<file path="src/rtl/ifu_fetch.sv">
`default_nettype none
// ============================================================================
// Module   : ifu_fetch
// Brief    : Multi-cycle instruction fetch unit holding the architectural PC.
//            Define IFU_TIMEOUT_EN to enable the sticky fetch-timeout fault.
// Revision : 1.0 - initial release
// ============================================================================
module ifu_fetch #(
    parameter int unsigned          ISA_WIDTH      = 32,
    parameter logic [ISA_WIDTH-1:0] RESET_PC       = ISA_WIDTH'(32'h8000_0000),
    parameter int unsigned          TIMEOUT_CYCLES = 255,
    parameter int unsigned          TIMEOUT_W      = 8
) (
    input  logic                 clk,
    input  logic                 rst,
    input  logic [ISA_WIDTH-1:0] pc_in,
    input  logic                 pc_w_en,
    output logic [ISA_WIDTH-1:0] pc_out,
    output logic                 imem_req_valid,
    input  logic                 imem_req_ready,
    output logic [ISA_WIDTH-1:0] imem_req_addr,
    input  logic                 imem_resp_valid,
    input  logic [ISA_WIDTH-1:0] imem_resp_data,
    output logic [ISA_WIDTH-1:0] inst,
    output logic                 inst_valid,
    input  logic                 inst_ready,
    output logic                 fault
);

    localparam logic [2:0] c_st_idle  = 3'd0;
    localparam logic [2:0] c_st_req   = 3'd1;
    localparam logic [2:0] c_st_wait  = 3'd2;
    localparam logic [2:0] c_st_hold  = 3'd3;
    localparam logic [2:0] c_st_fault = 3'd4;

    logic [2:0]           r_state;
    logic [ISA_WIDTH-1:0] r_pc;
    logic [ISA_WIDTH-1:0] r_inst;
    logic                 r_inst_valid;
    logic                 r_req_valid;
    logic [ISA_WIDTH-1:0] w_pc_next;

    // Redirect targets are forced word-aligned; sequential flow wraps naturally.
    assign w_pc_next = pc_w_en ? {pc_in[ISA_WIDTH-1:2], 2'b00} : r_pc + ISA_WIDTH'(4);

    assign pc_out         = r_pc;
    assign imem_req_addr  = r_pc;
    assign imem_req_valid = r_req_valid;
    assign inst           = r_inst;
    assign inst_valid     = r_inst_valid;

`ifdef IFU_TIMEOUT_EN
    localparam logic [TIMEOUT_W-1:0] c_tmo_last = TIMEOUT_W'(TIMEOUT_CYCLES - 1);

    logic [TIMEOUT_W-1:0] r_tmo;
    logic                 r_fault;
    logic                 w_tmo_hit;
    logic                 w_unused_cfg;

    // Hitting TIMEOUT_CYCLES-1 here means this edge completes the full budget.
    assign w_tmo_hit    = (r_tmo == c_tmo_last);
    assign fault        = r_fault;
    assign w_unused_cfg = ^pc_in[1:0];
`else
    logic w_unused_cfg;

    assign fault        = 1'b0;
    assign w_unused_cfg = ^{pc_in[1:0], TIMEOUT_CYCLES[0], TIMEOUT_W[0]};
`endif

    always_ff @(posedge clk) begin
        if (!rst) begin
            r_state      <= c_st_idle;
            r_pc         <= RESET_PC;
            r_inst       <= '0;
            r_inst_valid <= 1'b0;
            r_req_valid  <= 1'b0;
`ifdef IFU_TIMEOUT_EN
            r_tmo        <= '0;
            r_fault      <= 1'b0;
`endif
        end else begin
            case (r_state)
                c_st_idle: begin
                    r_state     <= c_st_req;
                    r_req_valid <= 1'b1;
`ifdef IFU_TIMEOUT_EN
                    r_tmo       <= '0;
`endif
                end
                c_st_req: begin
                    if (imem_req_ready) begin
                        r_req_valid <= 1'b0;
                        r_state     <= c_st_wait;
                    end
`ifdef IFU_TIMEOUT_EN
                    else if (w_tmo_hit) begin
                        r_req_valid <= 1'b0;
                        r_fault     <= 1'b1;
                        r_state     <= c_st_fault;
                    end
                    r_tmo <= r_tmo + TIMEOUT_W'(1);
`endif
                end
                c_st_wait: begin
                    if (imem_resp_valid) begin
                        r_inst       <= imem_resp_data;
                        r_inst_valid <= 1'b1;
                        r_state      <= c_st_hold;
                    end
`ifdef IFU_TIMEOUT_EN
                    else if (w_tmo_hit) begin
                        r_fault <= 1'b1;
                        r_state <= c_st_fault;
                    end
                    r_tmo <= r_tmo + TIMEOUT_W'(1);
`endif
                end
                c_st_hold: begin
                    if (r_inst_valid && inst_ready) begin
                        r_pc         <= w_pc_next;
                        r_inst_valid <= 1'b0;
                        r_req_valid  <= 1'b1;
                        r_state      <= c_st_req;
`ifdef IFU_TIMEOUT_EN
                        r_tmo        <= '0;
`endif
                    end
                end
                c_st_fault: begin
                    // Sticky: only reset leaves this state.
                    r_req_valid  <= 1'b0;
                    r_inst_valid <= 1'b0;
                end
                default: begin
                    r_state      <= c_st_idle;
                    r_req_valid  <= 1'b0;
                    r_inst_valid <= 1'b0;
                end
            endcase
        end
    end

endmodule
`default_nettype wire

</file>
<file path="config.mk">
export PLATFORM = sky130hd
export DESIGN_NAME = ifu_fetch
export DESIGN_NICKNAME = d
export VERILOG_FILES = /design/src/rtl/ifu_fetch.sv
export SDC_FILE = /design/constraint.sdc
export NUM_CORES = 1
export LEC_CHECK = 0
export BUFFER_PORTS_ARGS = -buffer_cell sky130_fd_sc_hd__buf_2
export CORE_MARGIN = 2
export CORE_UTILIZATION = 51
export DETAILED_ROUTE_END_ITERATION = 6
export PLACE_DENSITY = 0.93
export SLEW_MARGIN = 15
export SYNTH_ARGS = -nofsm -noshare
export SYNTH_HDL_FRONTEND = slang
export SYNTH_SLANG_ARGS = --single-unit
</file>
<file path="constraint.sdc">
create_clock -name clk -period 3.8 [get_ports clk]
set_clock_uncertainty 0.05 [all_clocks]
set_input_delay 0.76 -clock clk [delete_from_list [all_inputs] [get_ports clk]]
set_output_delay 0.76 -clock clk [all_outputs]
set_load 0.02 [all_outputs]
</file>
# Word-level counts from Yosys, hierarchy flattened
# Cells that the tools add are included.
# Widths: inputs -> output; s select.
[word_totals] regBits=69 in_bits=70 out_inout_bits=99 elab_cells=35
[op_classes] n_addsub=1 n_eq_ne=7 muxes=11 n_bitwise=3 n_reduce_logical=8
[op_table] cell="$add 32x3->32 const B" count=1
[op_table] cell="$mux 32" count=1
[op_table] cell="$pmux 3 s5" count=1
[op_table] cell="$mux 3" count=3
[op_table] cell="$eq 3x2->1 const B" count=2
[op_table] cell="$ne 2x2->1 const B" count=3
[op_table] cell="$reduce_and 3->1" count=2
[op_table] cell="$mux 1" count=4
[op_table] cell="$pmux 1 s4" count=1
[op_table] cell="$reduce_and 2->1" count=2
[op_table] cell="$reduce_and 4->1" count=1
[op_table] cell="$eq 3x1->1 const B" count=1
[op_table] cell="$eq 3x3->1 const B" count=1
[op_table] cell="$logic_not 3->1" count=1
[op_table] cell="$not 1->1" count=3
[op_table] cell="$pmux 1 s3" count=1
[op_table] cell="$reduce_or 2->1" count=1
[op_table] cell="$logic_and 1x1->1" count=1

# Logic depth before layout (Yosys ltp)
# Gate-level depths: netlist (run 1).
[depth] depth_word=4 ltp_mapped=7 depth_no_buf=6

# Worst setup path after synthesis (run 1)
# No wires, ideal clock.
[synth_path] path_type="input port to flip-flop" startpoint="in pc_w_en" endpoint="reg r_pc[7] (netlist: imem_req_addr[7])" setup_ns=0.128 arrival_ns=1.847 t_required_ns=3.622 setup_slack_ns=1.776 path_stages=6 path_buffers=3 path_cell_list="clkbuf_1 -> clkbuf_1 -> clkbuf_1 -> o21ai_0 -> a22oi_1 -> nor2_1"
[synth_via] elab_chain_len=1
[synth_lines] item="from (decl)" line="17" source="input logic pc_w_en,"
[synth_lines] item="$mux 32" line="44" source="assign w_pc_next = pc_w_en ? {pc_in[ISA_WIDTH-1:2], 2'b00} : r_pc + ISA_WIDTH'(4);"
[synth_lines] item="to (signal assigned)" line="121" source="r_pc <= w_pc_next;"
[synth_lines] item="to (decl)" line="37" source="logic [ISA_WIDTH-1:0] r_pc;"
# No other way between the ends.
# A chain may end at the register's enable or synchronous reset.

# Final worst setup path (run 1)
[layout_path] startpoint="in pc_w_en" endpoint="reg r_pc[21] (netlist: imem_req_addr[21])"
# Same word-level chain as after synthesis.

==> results of run 1 <==
-- logic make-up after synthesis --
kind of cell             Yosys count  synth area share
other                              1          0.001022
buffers and inverters             77            0.1160
AO/OA/AOI/OAI                    126            0.2029
flip-flops                        66            0.3602
AND/OR/NAND/NOR                  206            0.2807
adder cells (fa/ha/maj)            5           0.01705
multiplexers                       8           0.02217
-- where the power goes --
| part | switching (mW) | total [mW] | internal (mW) |
|---|---|---|---|
| clock | 0.291 | 0.729 | 0.439 |
| combinational | 0.230 | 0.366 | 0.136 |
| sequential | 0.0323 | 0.775 | 0.742 |
-- how the worst max path moves through the flow --
stage | end | startpoint
finish | imem_req_addr[21]$_SDFFE_PN0P_ | pc_w_en
global route | imem_req_addr[21]$_SDFFE_PN0P_ | pc_w_en
CTS | imem_req_addr[21]$_SDFFE_PN0P_ | pc_w_en
detailed placement | imem_req_addr[21]$_SDFFE_PN0P_ | pc_w_en
global placement | imem_req_addr[21]$_SDFFE_PN0P_ | pc_w_en
floorplan | imem_req_addr[7]$_SDFFE_PN0P_ | pc_w_en
-- metrics by stage --
stage	total power [mW]	std cells	setup WS (ns)
global route	1.957	700	1.125
floorplan	1.041	493	1.776
CTS	1.875	700	1.382
global placement	1.133	684	1.071
finish	1.870	700	1.345
detailed placement	1.156	684	1.022
-- synth_stat cells (6+ instances only) --
| cell type | number |
|---|---|
| nand2_1 | 94 |
| dfxtp_1 | 66 |
| a21oi_1 | 52 |
| buf_4 | 35 |
| nor2_1 | 30 |
| o21ai_0 | 30 |
| clkbuf_1 | 28 |
| nand3_1 | 20 |
| a31oi_1 | 13 |
| nor3_1 | 13 |
| inv_1 | 8 |
| nor4_1 | 8 |
| mux2i_1 | 7 |
| a32oi_1 | 6 |
| nand4_1 | 6 |
-- cell type report --
class	instances	area share
Sequential cell	66	0.2942
Clock buffer	10	0.02841
Multi-Input combinational cell	350	0.4312
Timing Repair Buffer	164	0.1872
Clock inverter	6	0.02563
Tap cell	96	0.02674
Inverter	8	0.006685
-- registers in the layout (all words and copies together), names as in the netlist --
name,count
inst,32
imem_req_addr,30
r_state,2
imem_req_valid,1
inst_valid,1
-- placed cells by master, fill, tap and decap left out, types with 6 or more instances in the layout --
cell type	Yosys	layout
clkbuf_8	0	9
inv_1	8	7
nor3_1	13	13
a31oi_1	13	13
nor2_1	30	30
a21oi_1	52	52
nand4_1	6	6
nand3_1	20	20
buf_2	2	161
mux2i_1	7	7
a32oi_1	6	6
nand2_1	94	94
nor4_1	8	8
o21ai_0	30	30
dfxtp_1	66	66
-- per-layer routing --
metal,routed length (um),GRT usage
met5,0,0
met1,3915,0.2912
met3,949,0.07463
met2,5008,0.4369
met4,160,0.08953
-- critical path, stage by stage --
cell and delay (ns):
buf_2 0.74, inv_1 0.43, nand2_1 0.32, a41oi_1 0.07
o21ai_0 0.20, o21ai_0 0.10
==> results.yml, run 1 <==
setup_path:
  cp_max_fo: 63
  path_class: "primary input to flop"
  cp.required_ns: 3.98
  arrival_ns: 2.63
  endpoint_kind: "flop"
  r2r_slack_ns: 1.61
  rr_endpoint: "imem_req_addr[23]$_SDFFE_PN0P_"
  reg2regPathDepth: 4
  critPathLaunchType: "primary input"
  rr_startpoint: "r_state[1]$_SDFFE_PN0P_"
synthesis:
  synth_cell_types: 53
  synth_top_cell_area_share: 0.3602
  synth_largest_area_cell: "dfxtp_1"
  synth_edf_count: 0
  netlist_top_cells_area: "dfxtp_1 36%, nand2_1 9.6%, buf_4 7.2%"
  ys_ff_latch: 66
  yosys_warnings: 0
  async_flop_share: 0
  synthCells: 489
  syn-cell-area_um2: 3669
  syn_area_per_cell_um2: 7.502
  ys_seq_area_frac: 0.3602
  ys.flop_type: "dfxtp_1"
finish:
  utilization: 0.6539
  finalInstanceArea_um2: 4492
  multiInputGateArea_um2: 1937
  syn_to_final_growth_pct: 22.44
  drive_gt1_frac: 0.3129
  diodes: 0
  n_fill_cell: 602
  register_area_um2: 1321
  fin_nets: 674
min_path:
  min_path_type: "flop to flop"
  whs_endpoint: "inst[5]$_SDFFE_PN0P_"
  holdPathStages: 2
  min_from: "inst[5]$_SDFFE_PN0P_"
clock_network:
  htree_levels: 3
  hold_buffers: 0
  cts.path.max_buffers: 2
  cts_setup_buffers: 0
  post_cts_resized: 0
  clock-sinks: 66
  cts_tree: "built"
  cts-root-buf: "clkbuf_8"
  clock_latency_ns: 0.34
  cts.reportedPaths.clkPinSlew_ns: 0.08
  cts_buffers: 9
floorplanning:
  num_rows: 30
  die_h_um: 88.81
  die_area_um2: 7887
  start_util: 0.5341
  chipWidth_um: 88.81
  core_um2: 6869
  io_pins: 169
timing:
  slew_violations: 0
  max_freq_ghz: 0.4074
  final-setup-viol-count: 0
  worstMarginPinSlew_ns: 1.046
  finalHoldViolCount: 0
  post-route-min-period_ns: 2.455
  relSlewSlack: 0.3030
  min_period_over_period: 0.6460
  whs_ns: 0.4056
  fin_tns_setup_ns: 0
  rsz0062_at_grt: "no"
power_and_ir_drop:
  peakVddDrop_mv: 0.3748
  p_leak_nw: 1.988
  powerDensity_nw_per_um2: 416.2
job:
  drv_cap: 0
global_route:
  grt_pass1_vias: 3519
  grt_max_degree: 64
  gr-total-overflow: 0
  antenna_found_initial: 0
  grt_usage: 0.2508
  grt_pass1_wl_um: 15840
detailed_routing:
  drc_errors: 0
  finalWirelength_um: 10030
  firstDrtPassIters: 6
  drt_iter0_markers: 290
  routedWlPerCell_um: 14.33
  vias_per_cell: 5.647
  antenna_left: 0
  num_vias: 3953
place:
  placed_area_um2: 4249
  gp_congestion: 0.9294
  hpwl_um: 7132
  portBuffers: 161
run_status:
  status: "complete, no violations"
Power figures use the tool's default switching activity.
==> run 2: changes to the inputs <==
--- a/config.mk
+++ b/config.mk
@@ -7,9 +7,9 @@
 export LEC_CHECK = 0
 export BUFFER_PORTS_ARGS = -buffer_cell sky130_fd_sc_hd__buf_2
 export CORE_MARGIN = 2
-export CORE_UTILIZATION = 51
+export CORE_UTILIZATION = 43
 export DETAILED_ROUTE_END_ITERATION = 6
-export PLACE_DENSITY = 0.93
+export PLACE_DENSITY = 0.84
 export SLEW_MARGIN = 15
 export SYNTH_ARGS = -nofsm -noshare
 export SYNTH_HDL_FRONTEND = slang
==> constraint.sdc (replaced) <==
create_clock -name clk -period 2.2 [get_ports clk]
set_clock_uncertainty 0.05 [all_clocks]
set_input_delay 0.44 -clock clk [delete_from_list [all_inputs] [get_ports clk]]
set_output_delay 0.44 -clock clk [all_outputs]
set_load 0.02 [all_outputs]
==> run 2 against run 1 <==
Critical endpoint is now imem_req_addr[28]$_SDFFE_PN0P_. Sequential cell count unchanged. Power up 69%. Critical path depth down 1.
==> results.yml, run 2 (synthesized netlist as in run 1, its figures left out) <==
timing:
  rsz0062_at_grt: "no"
  max_freq_ghz: 0.5024
  final-setup-viol-count: 0
  finalHoldViolCount: 0
  min_period_over_period: 0.9047
  relSlewSlack: 0.6267
  fin_tns_setup_ns: 0
  slew_violations: 0
  setup_ws_ns: 0.2097
  worstMarginPinSlew_ns: 0.5549
  post-route-min-period_ns: 1.990
power_and_ir_drop:
  p_leak_nw: 2.056
  peakVddDrop_mv: 0.5321
  fin_total_pwr_mw: 3.152
  powerDensity_nw_per_um2: 684.6
global_route:
  grt_pass1_wl_um: 15580
  grt_usage: 0.2127
  antenna_found_initial: 2
  gr-total-overflow: 0
  grt_max_degree: 40
  grt_pass1_vias: 3362
detailed_routing:
  drc_errors: 0
  vias_per_cell: 5.432
  finalWirelength_um: 10310
  routedWlPerCell_um: 14.24
  num_vias: 3933
  firstDrtPassIters: 4
  drt_iter0_markers: 228
  antenna_left: 0
job:
  drv_cap: 0
setup_path:
  endpoint_kind: "flop"
  cp-startpoint: "imem_req_addr[2]$_SDFFE_PN0P_"
  path_cells: "ha_1 > nand4_1 > nor4_2 > a31oi_1 > nand3b_1"
  critPathLaunchType: "flop"
  critPathMaxStageDelay_ns: 0.52
  cp.required_ns: 2.37
  r2r_slack_ns: 0.21
  reg2regPathDepth: 5
  cp_max_fo: 7
  rr_endpoint: "imem_req_addr[28]$_SDFFE_PN0P_"
  rr_startpoint: "imem_req_addr[2]$_SDFFE_PN0P_"
  crit_path_top_delay_cell: "nor4_2"
  critPathCapture: "imem_req_addr[28]$_SDFFE_PN0P_"
  arrival_ns: 2.16
  path_class: "flop to flop"
clock_network:
  cts-root-buf: "clkbuf_8"
  cts.path.max_buffers: 2
  cts.reportedPaths.clkPinSlew_ns: 0.08
  clock-sinks: 66
  cts_setup_buffers: 0
  cts_tree: "built"
  hold_buffers: 0
  htree_levels: 3
  clock_latency_ns: 0.34
  cts_buffers: 9
finish:
  layout_commonest_cell: "buf_2"
  syn_to_final_growth_pct: 25.51
  diodes: 0
  fin_nets: 689
  drive_gt1_frac: 0.3328
  layout_common_cells: "161 x buf_2, 94 x nand2_1, 66 x dfxtp_1"
  largest_reg_flops: 32
min_path:
  holdPathStages: 3
  min_from: "imem_resp_data[0]"
  min_path_type: "primary input to flop"
floorplanning:
  die_area_um2: 9286
  core_um2: 8258
  die_h_um: 96.37
  chipWidth_um: 96.37
  io_pins: 169
  start_util: 0.4442
  num_rows: 33
place:
  portBuffers: 161
  hpwl_um: 7544
  gp_congestion: 0.8590
  pre_cts_ws_ns: 0.1564
run_status:
  status: "complete, no violations"
run 2: through the flow:
step / cells / instance area (um2) / util / hold WS [ns]
2_1_floorplan: 493 / 3684 / - / 0.4367
3_3_place_gp: 708 / 4373 / 0.5295 / 0.3898
3_5_place_dp: 708 / 4373 / 0.5295 / 0.3976
4_1_cts: 724 / 4599 / 0.5570 / 0.2686
5_1_grt: 724 / 4604 / 0.5576 / 0.2712
6_report: 724 / 4604 / 0.5576 / 0.2822
run 2: power breakdown:
part	total, mW	internal, mW	switching (mW)	leakage (nW)
clock network	1.17	0.648	0.520	0.110
logic	0.647	0.246	0.401	1.41
registers	1.34	1.28	0.0553	0.533
run 2: worst min path at each step:
stage          slack [ns]                       to
2_1_floorplan        0.44  r_state[1]$_SDFFE_PN0P_
3_3_place_gp         0.39    inst[11]$_SDFFE_PN0P_
3_5_place_dp         0.40    inst[29]$_SDFFE_PN0P_
4_1_cts              0.27    inst[14]$_SDFFE_PN0P_
5_1_grt              0.27     inst[2]$_SDFFE_PN0P_
6_report             0.28     inst[0]$_SDFFE_PN0P_
run 2: repair_timing:
item | CTS | global route
setup endpoints to repair | 0 | 2
gates resized for setup | 0 | 1
hold endpoints to repair | 0 | 0
run 2: metal layers:
layer | GRT usage | part of all wire
met1 | 0.2631 | 0.42
met2 | 0.3600 | 0.49
met3 | 0.05560 | 0.083
met4 | 0.06808 | 0.011
met5 | 0 | 0.0011
run 2: final cells by class:
| class | instances | area, um2 |
|---|---|---|
| Fill cell | 811 | 3654 |
| Multi-Input combinational cell | 350 | 1942 |
| Sequential cell | 66 | 1321 |
| Timing Repair Buffer | 179 | 953.4 |
| Tap cell | 105 | 131.4 |
| Clock buffer | 9 | 123.9 |
| Clock inverter | 7 | 102.6 |
| Inverter | 8 | 30.03 |
run 2: worst max-delay path: cells and delay by family (launching register included):
kind,cells,cell delay (ns)
adders and majority gates,1,0.26
DFF,1,0.43
and+or+nand+nor,3,1.01
AOI/OAI and AO/OA,1,0.14
==> run 3: changes to the inputs <==
--- a/config.mk
+++ b/config.mk
@@ -7,9 +7,10 @@
 export LEC_CHECK = 0
 export BUFFER_PORTS_ARGS = -buffer_cell sky130_fd_sc_hd__buf_2
 export CORE_MARGIN = 2
-export CORE_UTILIZATION = 43
+export CORE_UTILIZATION = 44
+export CTS_BUF_LIST = sky130_fd_sc_hd__clkbuf_8
 export DETAILED_ROUTE_END_ITERATION = 6
-export PLACE_DENSITY = 0.84
+export PLACE_DENSITY = 0.86
 export SLEW_MARGIN = 15
 export SYNTH_ARGS = -nofsm -noshare
 export SYNTH_HDL_FRONTEND = slang
==> run 3 against run 2 <==
Maximum frequency is 1.9% higher. Register-to-register slack better by 0.04 ns. Clock power is 21% higher. Routed wire length is 3.2% higher. Critical path depth stayed put. Cell count stayed put. Worst setup slack better by 0.037 ns. Core utilization is 1.4 points higher. Die area is 2.2% lower. Critical endpoint is now imem_req_addr[31]$_SDFFE_PN1P_.
==> results.yml, run 3 (synthesized netlist as in run 1, its figures left out) <==
run_status:
  status: "complete, no violations"
power_and_ir_drop:
  p_leak_nw: 2.085
  fin_total_pwr_mw: 3.388
  peakVddDrop_mv: 0.4748
  switchingPower_mw: 0.9581
  p_int_mw: 2.430
  pwr-share-seq: 0.395
  p_clk_frac: 0.415
  powerDensity_nw_per_um2: 728.8
  p_sw_frac: 0.2828
  combPwrFrac: 0.190
timing:
  final-setup-viol-count: 0
  min_period_over_period: 0.8880
  fin_tns_setup_ns: 0
  worstMarginPinSlew_ns: 0.5691
  finalHoldViolCount: 0
  rsz0062_at_grt: "no"
  relSlewSlack: 0.6177
  max_freq_ghz: 0.5119
  slew_violations: 0
  post-route-min-period_ns: 1.954
floorplanning:
  io_pins: 169
  start_util: 0.4510
  die_area_um2: 9084
  die_h_um: 95.31
  num_rows: 33
  chipWidth_um: 95.31
  core_um2: 8134
finish:
  register_area_um2: 1321
  layout_commonest_cell: "buf_2"
  layout_common_cells: "161 x buf_2, 94 x nand2_1, 66 x dfxtp_1"
  syn_to_final_growth_pct: 26.71
  largest_reg_flops: 32
  multiInputGateArea_um2: 1937
  diodes: 0
  fin_nets: 689
  instances_no_fill: 724
  n_fill_cell: 736
  drive_gt1_frac: 0.3328
global_route:
  grt_max_degree: 40
  grtUsageMet1: 0.2625
  grt_usage: 0.2291
  antenna_found_initial: 1
  met3_usage: 0.07036
  use_met2: 0.3961
  grt.busiest_layer: "met2"
  gr-total-overflow: 0
  grt_pass1_vias: 3665
  grt_pass1_wl_um: 16530
clock_network:
  cts.path.max_buffers: 2
  cts_buffers: 9
  hold_buffers: 0
  cts-root-buf: "clkbuf_8"
  cts_setup_buffers: 0
  clock_latency_ns: 0.34
  post_cts_resized: 0
  cts_tree: "built"
  cts.reportedPaths.clkPinSlew_ns: 0.08
  htree_levels: 3
  clock-sinks: 66
setup_path:
  critPathMaxStageDelay_ns: 0.52
  path_cells: "and4_2 > nand3_4 > nor4_1 > mux2_2 > o21ai_0"
  arrival_ns: 2.17
  cp.required_ns: 2.42
  cp_max_fo: 9
  cpLargestDelayFamily: "simple AND/OR/NAND/NOR gates"
  crit_path_top_delay_cell: "dfxtp_1"
  path_buf_inv: 0
  path_class: "flop to flop"
  endpoint_kind: "flop"
  critPathLaunchType: "flop"
place:
  dp_cells: 708
  hpwl_um: 7839
  portBuffers: 161
  gp_congestion: 0.8982
detailed_routing:
  firstDrtPassIters: 5
  drt_iter0_markers: 286
  antenna_left: 0
  routedWlPerCell_um: 14.69
  vias_per_cell: 5.581
  finalWirelength_um: 10640
  drc_errors: 0
  num_vias: 4041
min_path:
  min_path_type: "primary input to flop"
job:
  drv_cap: 0
[run 3: cell count changes in the layout (fill, tap and decap cells not counted)]
cell        change
nor3_2          -1
clkinv_1        -1
inv_6           -1
bufinv_16       +2
clkbuf_8        +1
clkinvlp_4      -1
inv_2           +1
nor3_1          +1
clkinv_4        -1
[run 3: per-layer routing]
| layer | vias up | part of all wire | wire length, um |
|---|---|---|---|
| li1 | 1936 | - | - |
| met1 | 1841 | 0.39 | 4107 |
| met2 | 224 | 0.49 | 5243 |
| met3 | 38 | 0.093 | 989 |
| met4 | 2 | 0.027 | 284 |
| met5 | - | 0.0010 | 11 |
[run 3: layout make-up]
cell class | instances | share of cell area
well taps | 105 | 0.02826
inverters | 8 | 0.006460
clock buffers | 10 | 0.02961
clock inverters | 6 | 0.02961
flip-flops and latches | 66 | 0.2843
multi-input cells | 350 | 0.4167
repair buffers | 179 | 0.2051
[run 3: metrics by stage]
step	cell area (um2)	hold slack, ns	worst slack [ns]	util
after floorplan	3684	0.4367	0.2438	-
after CTS	4648	0.2683	0.2506	0.5715
final	4648	0.2853	0.2465	0.5715
after detailed placement	4373	0.3937	0.2685	0.5376
after global placement	4373	0.3896	0.3112	0.5376
after global routing	4648	0.2726	0.09560	0.5715
[run 3: worst reg2reg max path, cell delays in order, from the launching register on]
cell	delay, ns
dfxtp_1	0.52
and4_2	0.36
nand3_4	0.13
nor4_1	0.34
mux2_2	0.36
o21ai_0	0.12
[run 3: path summary, 6_finish.rpt]
path	startpoint	end	slack [ns]	cells after the start
worst max-delay path	imem_req_addr[8]$_SDFFE_PN0P_	imem_req_addr[31]$_SDFFE_PN1P_	0.25	5
worst min-delay path	imem_resp_data[24]	inst[24]$_SDFFE_PN0P_	0.29	3
worst min register to register	inst[6]$_SDFFE_PN0P_	inst[6]$_SDFFE_PN0P_	0.40	2
worst max register to register	imem_req_addr[8]$_SDFFE_PN0P_	imem_req_addr[31]$_SDFFE_PN1P_	0.25	5
[run 3: power by group through the flow]
stage / sequential [mW] / combinational (mW) / clock, mW
final: 1.34 / 0.644 / 1.41
after global routing: 1.35 / 0.719 / 1.46
after CTS: 1.34 / 0.647 / 1.42
after detailed placement: 1.37 / 0.645 / 0
after global placement: 1.36 / 0.617 / 0
after floorplan: 1.45 / 0.353 / 0
